`config.mk`:
```
export PLATFORM = sky130hd
export DESIGN_NAME = ddr2_host_cmd_issuer
export DESIGN_NICKNAME = d
export VERILOG_FILES = /design/src/rtl/ddr2_host_cmd_issuer.sv
export SDC_FILE = /design/constraint.sdc
export NUM_CORES = 1
export LEC_CHECK = 0
export ABC_AREA = 1
export BUFFER_PORTS_ARGS = -buffer_cell sky130_fd_sc_hd__buf_2
export CORE_ASPECT_RATIO = 1.2
export CORE_UTILIZATION = 30
export DETAILED_ROUTE_END_ITERATION = 16
export PLACE_DENSITY = 0.58
export SLEW_MARGIN = 20
export SYNTH_ARGS = -nofsm -noshare
export SYNTH_HDL_FRONTEND = slang
export SYNTH_SLANG_ARGS = --single-unit
```
`constraint.sdc`:
```
create_clock -name clk -period 2.55 [get_ports clk]
set_input_delay 0.1275 -clock clk [delete_from_list [all_inputs] [get_ports clk]]
set_output_delay 0.1275 -clock clk [all_outputs]
set_load 0.02 [all_outputs]
```
`src/rtl/ddr2_host_cmd_issuer.sv`:
```
// Host-side command issuer for ddr2_controller: admits one request at a time,
// expands block writes into per-word pushes and tracks outstanding read words.
`timescale 1ns/1ps
module ddr2_host_cmd_issuer #(
    parameter int FIFO_DEPTH      = 64,
    parameter int MAX_OUTSTANDING = 64,
    parameter int OCNT_W          = 7
) (
    input  logic        clk,
    input  logic        reset,
    input  logic        req_valid,
    output logic        req_ready,
    input  logic [2:0]  req_cmd,
    input  logic [1:0]  req_sz,
    input  logic [2:0]  req_op,
    input  logic [24:0] req_addr,
    input  logic        wdata_valid,
    output logic        wdata_ready,
    input  logic [15:0] wdata,
    input  logic        notfull,
    input  logic [6:0]  fillcount,
    output logic [2:0]  cmd,
    output logic [1:0]  sz,
    output logic [2:0]  op,
    output logic [15:0] din,
    output logic [24:0] addr,
    input  logic        validout,
    input  logic [15:0] dout,
    input  logic [24:0] raddr,
    output logic        fetching,
    output logic        rsp_valid,
    input  logic        rsp_ready,
    output logic [15:0] rsp_data,
    output logic [24:0] rsp_addr,
    output logic        busy
);
    typedef enum logic [1:0] {
        S_IDLE,
        S_CHECK,
        S_ISSUE,
        S_WR
    } state_t;

    localparam logic [2:0] C_NOP  = 3'b000;
    localparam logic [2:0] C_SCR  = 3'b001;
    localparam logic [2:0] C_SCW  = 3'b010;
    localparam logic [2:0] C_BLR  = 3'b011;
    localparam logic [2:0] C_BLW  = 3'b100;
    localparam logic [2:0] C_ATR  = 3'b101;
    localparam logic [2:0] C_ATW  = 3'b110;
    localparam logic [2:0] C_NOP7 = 3'b111;

    localparam logic [15:0] LP_FDEPTH = 16'(FIFO_DEPTH);
    localparam logic [15:0] LP_OMAX   = 16'(MAX_OUTSTANDING);

    state_t            r_state;
    state_t            w_state_nxt;
    logic [2:0]        r_lcmd;
    logic [1:0]        r_lsz;
    logic [2:0]        r_lop;
    logic [24:0]       r_laddr;
    logic [5:0]        r_left;
    logic [OCNT_W-1:0] r_out;
    logic [OCNT_W-1:0] w_out_nxt;
    logic [2:0]        r_cmd;
    logic [1:0]        r_sz;
    logic [2:0]        r_op;
    logic [15:0]       r_din;
    logic [24:0]       r_addr;

    logic [2:0]  w_blk;
    logic [5:0]  w_words;
    logic [5:0]  w_n;
    logic [5:0]  w_r;
    logic [5:0]  w_inc;
    logic [15:0] w_fill_sum;
    logic [15:0] w_out_sum;
    logic        w_adm_ok;
    logic        w_is_wr;
    logic        w_fetch;
    logic        w_accept;
    logic        w_push;
    logic        w_consume;
    logic [15:0] w_pdin;

    assign w_blk   = 3'({1'b0, r_lsz} + 3'd1);
    assign w_words = {w_blk, 3'b000};
    assign w_is_wr = (r_lcmd == C_SCW) || (r_lcmd == C_ATW) ||
                     (r_lcmd == C_BLW);

    // Entries pushed (N) and read words returned (R) for the latched request
    always_comb begin
        w_n = 6'd1;
        w_r = 6'd0;
        unique case (1'b1)
            (r_lcmd == C_BLW): w_n = w_words;
            (r_lcmd == C_BLR): w_r = w_words;
            (r_lcmd == C_SCR),
            (r_lcmd == C_ATR): w_r = 6'd1;
            default: ;
        endcase
    end

    assign w_fill_sum = 16'(fillcount) + 16'(w_n);
    assign w_out_sum  = 16'(r_out) + 16'(w_r);
    assign w_adm_ok   = (w_fill_sum <= LP_FDEPTH) && (w_out_sum <= LP_OMAX);

    always_ff @(posedge clk or posedge reset) begin
        if (reset) r_state <= S_IDLE;
        else       r_state <= w_state_nxt;
    end

    always_comb begin
        w_state_nxt = r_state;
        w_accept    = 1'b0;
        w_push      = 1'b0;
        w_consume   = 1'b0;
        w_pdin      = 16'd0;
        case (r_state)
            S_IDLE: begin
                if (req_valid) begin
                    w_accept = 1'b1;
                    if (req_cmd != C_NOP && req_cmd != C_NOP7)
                        w_state_nxt = S_CHECK;
                end
            end
            S_CHECK: begin
                if (w_adm_ok) w_state_nxt = w_is_wr ? S_WR : S_ISSUE;
            end
            S_ISSUE: begin
                if (notfull) begin
                    w_push      = 1'b1;
                    w_state_nxt = S_IDLE;
                end
            end
            S_WR: begin
                if (notfull && wdata_valid) begin
                    w_push    = 1'b1;
                    w_consume = 1'b1;
                    w_pdin    = wdata;
                    if (r_left == 6'd1) w_state_nxt = S_IDLE;
                end
            end
            default: w_state_nxt = S_IDLE;
        endcase
    end

    assign w_fetch = validout & rsp_ready;
    assign w_inc   = (r_state == S_ISSUE && notfull) ? w_r : 6'd0;

    // Read-return pops saturate at zero when nothing is outstanding
    always_comb begin
        w_out_nxt = r_out;
        if (w_inc != 6'd0)
            w_out_nxt = r_out + OCNT_W'(w_inc) - OCNT_W'(w_fetch);
        else if (w_fetch && r_out != '0)
            w_out_nxt = r_out - OCNT_W'(1);
    end

    always_ff @(posedge clk or posedge reset) begin
        if (reset) begin
            r_lcmd  <= C_NOP;
            r_lsz   <= 2'd0;
            r_lop   <= 3'd0;
            r_laddr <= 25'd0;
            r_left  <= 6'd0;
            r_out   <= '0;
            r_cmd   <= C_NOP;
            r_sz    <= 2'd0;
            r_op    <= 3'd0;
            r_din   <= 16'd0;
            r_addr  <= 25'd0;
        end else begin
            r_out <= w_out_nxt;
            if (w_accept) begin
                r_lcmd  <= req_cmd;
                r_lsz   <= req_sz;
                r_lop   <= req_op;
                r_laddr <= req_addr;
            end
            if (r_state == S_CHECK && w_state_nxt == S_WR) r_left <= w_n;
            if (w_consume) begin
                r_laddr <= r_laddr + 25'd1;
                r_left  <= r_left - 6'd1;
            end
            r_cmd <= w_push ? r_lcmd : C_NOP;
            if (w_push) begin
                r_sz   <= r_lsz;
                r_op   <= r_lop;
                r_din  <= w_pdin;
                r_addr <= r_laddr;
            end
        end
    end

    assign req_ready   = (r_state == S_IDLE) && !reset;
    assign wdata_ready = (r_state == S_WR) && notfull;
    assign cmd         = r_cmd;
    assign sz          = r_sz;
    assign op          = r_op;
    assign din         = r_din;
    assign addr        = r_addr;
    assign fetching    = w_fetch;
    assign rsp_valid   = validout;
    assign rsp_data    = dout;
    assign rsp_addr    = raddr;
    assign busy        = (r_state != S_IDLE) || (r_out != '0);
endmodule

```
# After elaboration in Yosys (flattened, before gate mapping)
# Index checks and enable logic that the tools add are counted.
[totals]
register_bits = 97
[classes]
mux = 26
magnitude_cmp = 2
n_reduce_logical = 21
eq_ne = 12
addsub = 8
bitwise = 1
[ops]
columns = ["cell", "count"]
rows = [
  ["two-way mux 25 bit", 2],
  ["two-way mux 16 bit", 2],
  ["adder 25 x 1 -> 25 bit, second input constant", 1],
  ["two-way mux 6 bit", 4],
  ["adder 7 x 6 -> 8 bit", 2],
  ["less-or-equal comparator 8 x 7 -> 1 bit, second input constant", 2],
  ["two-way mux 7 bit", 2],
  ["two-way mux 2 bit", 6],
  ["case mux 6 bit (2 select lines)", 1],
  ["== test 3 bit, second input constant", 3],
  ["logical AND 1 bit", 8],
  ["case mux 2 bit (4 select lines)", 1],
  ["nonzero test 2 bit", 4],
  ["adder 7 x 6 -> 7 bit", 1],
  ["nonzero test 7 bit", 1],
  ["subtractor 7 x 1 -> 7 bit", 1],
  ["subtractor 7 x 1 -> 7 bit, second input constant", 1],
  ["== test 2 bit, second input constant", 3],
  ["== test 3 x 2 -> 1 bit, second input constant", 2],
  ["== test 6 x 1 -> 1 bit, second input constant", 1],
  ["two-way mux 1 bit", 6],
  ["nonzero test 6 bit", 1],
  ["subtractor 6 x 1 -> 6 bit, second input constant", 1],
  ["adder 2 x 1 -> 3 bit, second input constant", 1],
  ["other kinds (11)", 13],
]

# Logic depth before layout (Yosys ltp)
[depth]
depth_word = 12
mapped_depth = 19
mapped_depth_nobuf = 19

# Worst setup path after synthesis
# No wires, ideal clock.
[synth_path]
path_type = "register to register"
from = "register r_state[0]"
to = "register r_out[6]"
arrival_time_ps = 2373
setup_slack_ps = 50
path_stages_with_launch = 17
n_path_buf = 0
t_required_ps = 2423
cell_sequence = "dfrtp_1 > nor3_2 > nand2_1 > ha_1 > inv_1 > ha_1 > inv_1 > fa_1 > nor2_1 > o21ai_0 > nand2_1 > a21oi_1 > nor2_1 > nor2_1 > xor2_1 > nand2_1 > a31oi_1"
[synth_between]
elab_chain_len = 6
[synth_rtl]
columns = ["item", "line", "rtl"]
rows = [
  ["start, declared", "56", "state_t r_state;"],
  ["start signal, assigned", "110", "else r_state <= w_state_nxt;"],
  ["== test 2 bit *", "149", "assign w_inc = (r_state == S_ISSUE && notfull) ? w_r : 6'd0;"],
  ["logical AND 1 bit *", "149", ""],
  ["two-way mux 6 bit *", "149", ""],
  ["adder 7 x 6 -> 7 bit", "155", "w_out_nxt = r_out + OCNT_W'(w_inc) - OCNT_W'(w_fetch);"],
  ["subtractor 7 x 1 -> 7 bit", "155", ""],
  ["two-way mux 7 bit", "154", "if (w_inc != 6'd0)"],
  ["end signal, assigned", "174", "r_out <= w_out_nxt;"],
  ["end, declared", "63", "logic [OCNT_W-1:0] r_out;"],
]
# Mark *: on every way between the ends. The rest lies on a longest branch, timed or not.
# A chain may end at the register's enable or synchronous reset.

# Worst setup path after layout
[layout_path]
from = "register r_lsz[1]"
to = "register r_out[6]"
[layout_between]
elab_chain_len = 6
[layout_rtl]
columns = ["item", "line", "rtl"]
rows = [
  ["start, declared", "59", "logic [1:0] r_lsz;"],
  ["start signal, assigned", "177", "r_lsz <= req_sz;"],
  ["adder 2 x 1 -> 3 bit *", "86", "assign w_blk = 3'({1'b0, r_lsz} + 3'd1);"],
  ["case mux 6 bit (2 select lines) *", "95", "unique case (1'b1)"],
  ["two-way mux 6 bit *", "149", ""],
  ["adder 7 x 6 -> 7 bit", "155", ""],
  ["subtractor 7 x 1 -> 7 bit", "155", ""],
  ["two-way mux 7 bit", "154", ""],
]
# Marked as above.

==> run_results.csv <==
group,metric,value,unit
placed_design,dpl.hpwl,11300,µm
worst_setup_path,r2r_cells,13,
synth,synth.distinct_cells,43,
floorplanning,dieArea,20500,µm²
clock_tree,cts_tree,"built",
clock_tree,cts_buffers,9,
timing,tightest_slew,0.574,ns
clock_tree,clkLatencyLatePin,0.35,ns
global_route,grt_max_degree,98,
global_route,grt_pass1_wl,25600,µm
worst_setup_path,slowest_stage,"dfrtp_1",
status,status,"finished clean",
floorplanning,die_w,131,µm
worst_setup_path,crit_top_cell,"ha_1",
timing,fmax,0.412,GHz
global_route,grt_use_total,0.162,
timing,period_share,0.953,
floorplanning,io_pins,199,
timing,hold_viol,0,
synth,yosysMostFrequentCell,"nand2_1",
detailed_routing,drt-total-wl,15700,µm
worst_setup_path,cp_max_fo,3,
synth,synth_common_cells,"nand2_1 (191), dfrtp_1 (97), inv_1 (85)",
clock_tree,cts.path.max_buffers,2,
final_layout,post_route_cells_drive_above_1_share,0.241,
synth,synthTopCellsByArea,"dfrtp_1 (41%), nand2_1 (12%), ha_1 (5.7%)",
clock_tree,cts.clk_slew.worst_paths,0.07,ns
timing,drv_slew,0,
flow_run,cap_violations,0,
floorplanning,initial_utilization,0.306,
global_route,antenna_found_initial,0,
worst_setup_path,cp_slowest_stage_delay,0.40,ns
synth,synth_edf_count,0,
timing,fin_tns_setup,0,ns
synth,synth_warnings,0,
detailed_routing,firstDrtPassIters,5,
final_layout,insertedDiodeCount,0,
synth,postSynth.asyncResetShare,1.00,
worst_setup_path,endpoint_kind,"register",
detailed_routing,drc,0,
worst_setup_path,cpLargestDelayFamily,"adder cells",
detailed_routing,detail_route.wl_per_cell,13.8,µm
synth,synth_cells,768,
placed_design,post-place-cells,1099,
timing,grt_setup_unrepaired,"yes",
final_layout,nFillCells,2020,
global_route,grt_pass1_vias,5213,
detailed_routing,via_per_inst,4.62,
synth,syn_area,5970,µm²
worst_setup_path,cp.depth,13,
final_layout,nets,1008,
power,irDropWorstVdd,0.473,mV
timing,period_needed,2.43,ns
worst_setup_path,critPathBufInv,2,
final_layout,final_util,0.375,
detailed_routing,vias,5268,
floorplanning,coreArea,19500,µm²
clock_tree,cts_sinks,97,
global_route,overflow,0,
synth,yosysTopAreaCellShare,0.406,
placed_design,gp_congestion,0.906,
power,leakagePower,3.76,nW
synth,avgSynthCellArea,7.78,µm²
worst_hold_path,hp-class,"input port to register",
detailed_routing,drt-initial-drc-count,219,
worst_setup_path,required,2.83,ns
synth,synth_nets,900,
synth,yosysSeqAreaShare,0.406,
worst_setup_path,cp_cell_sequence,"ha_1 -> inv_2 -> nor2_2 -> nand2_1 -> ha_1 -> inv_1 -> ha_1 -> a21oi_1 -> nor2_1 -> nor2_1 -> xor2_1 -> nand2_1 -> a31oi_1",
clock_tree,htree_levels,3,
clock_tree,cts_root_buf,"clkbuf_16",
timing,skew,0.00812,ns
placed_design,port_buffers,116,
power,power_density,1140,nW/µm²
floorplanning,std_cell_rows,56,
worst_hold_path,whs_path_depth,2,
floorplanning,fp.dieH,157,µm
worst_setup_path,startpoint_type,"register",
synth,synthFlopType,"dfrtp_1",
worst_setup_path,worstSetupPathType,"register to register",
final_layout,multi_input_area,2960,µm²
synth,synth_seq_cells,97,
final_layout,synthToLayoutAreaGrowth,22.8,%
timing,setup_violations,0,
timing,max_slew_margin,0.617,
final_layout,layout.cells.non_filler,1141,
worst_setup_path,crit_arrival,2.71,ns
detailed_routing,postRouteAntennaNets,0,
synth,synth_top_area_cell,"dfrtp_1",
power,p_total,8.35,mW
final_layout,seq_area,2430,µm²
==> cells by family (layout without fill, tap and decap cells) <==
family / count (synthesis) / count (layout) / synth area share
fa+ha+maj: 28 / 28 / 0.0599
buf+inv: 151 / 263 / 0.121
compound gates: 133 / 133 / 0.138
flops: 97 / 97 / 0.406
xor+xnor: 19 / 19 / 0.0279
simple gates: 340 / 340 / 0.246
==> cell type report <==
cell class              count  share of cell area
multi-input cells         520               0.403
flip-flops and latches     97               0.331
repair buffers            159               0.132
inverters                  89              0.0461
well taps                 261              0.0445
clock buffers               9              0.0307
clock inverters             6              0.0125
==> flip-flops by register name, indices dropped and copies added (netlist names) <==
register,count
addr,25
r_lop,3
r_lsz,2
r_state,2
r_laddr,25
r_lcmd,3
r_out,7
op,3
sz,2
cmd,3
r_left,6
din,16
==> final timing paths <==
check | from | endpoint | slack (ns)
setup / recovery | r_lsz[1]$_DFFE_PP0P_ | r_out[6]$_DFFE_PP0P_ | 0.12
hold / removal | wdata[7] | din[7]$_DFFE_PP0P_ | 0.01
setup reg to reg | r_lsz[1]$_DFFE_PP0P_ | r_out[6]$_DFFE_PP0P_ | 0.12
hold reg to reg | r_lop[2]$_DFFE_PP0P_ | op[2]$_DFFE_PP0P_ | 0.47
max in group asynchronous | reset | r_lcmd[1]$_DFFE_PP0P_ | 1.59
min in group asynchronous | reset | sz[0]$_DFFE_PP0P_ | 0.45
==> placed cells by master (no fill, tap or decap), types with 3 or more instances in the layout <==
| cell type | count |
|---|---|
| or2_2 | 4 |
| nand2_1 | 189 |
| dfrtp_1 | 96 |
| nor2_4 | 7 |
| ha_1 | 20 |
| nand3_1 | 30 |
| nor4_1 | 4 |
| nand2_2 | 8 |
| ha_4 | 5 |
| nor2_1 | 54 |
| a22o_1 | 16 |
| a31oi_1 | 5 |
| xor2_1 | 16 |
| clkbuf_16 | 9 |
| inv_2 | 9 |
| xnor2_1 | 3 |
| inv_1 | 79 |
| a21oi_1 | 23 |
| nor2_2 | 12 |
| o21ai_0 | 49 |
| buf_4 | 21 |
| o211ai_1 | 7 |
| o21ai_1 | 7 |
| o22ai_1 | 9 |
| nor3_1 | 12 |
| buf_2 | 116 |
| nand4_1 | 13 |
| o31ai_1 | 3 |
| dlygate4sd3_1 | 21 |
==> routing by layer <==
metal  track usage  share of wire
met4        0.0547          0.013
met5             0              0
met2         0.274           0.49
met3        0.0250          0.035
met1         0.207           0.46
==> power by group <==
part	leakage, nW	switching [mW]	internal [mW]
clock network	0.156	0.626	0.862
registers	1.21	0.577	2.22
logic	2.40	2.50	1.56
total	3.76	3.70	4.65
==> per-stage QoR <==
stage | worst slack (ns) | instance area (µm²) | hold slack, ns
after floorplan | 0.0499 | 5980 | 0.237
after global placement | -0.0427 | 6640 | 0.255
after detailed placement | -0.0932 | 6640 | 0.255
after CTS | 0.00469 | 7180 | 0.00156
after global routing | -0.138 | 7330 | 0.0182
final | 0.121 | 7330 | 0.0112
==> timing repair <==
item	CTS	global route
setup endpoints to repair	6	11
pin swaps	0	5
gates resized for setup	2	30
setup buffers	0	6
hold buffers	21	0
hold endpoints to repair	117	0
(Power assumes the default switching activity.)
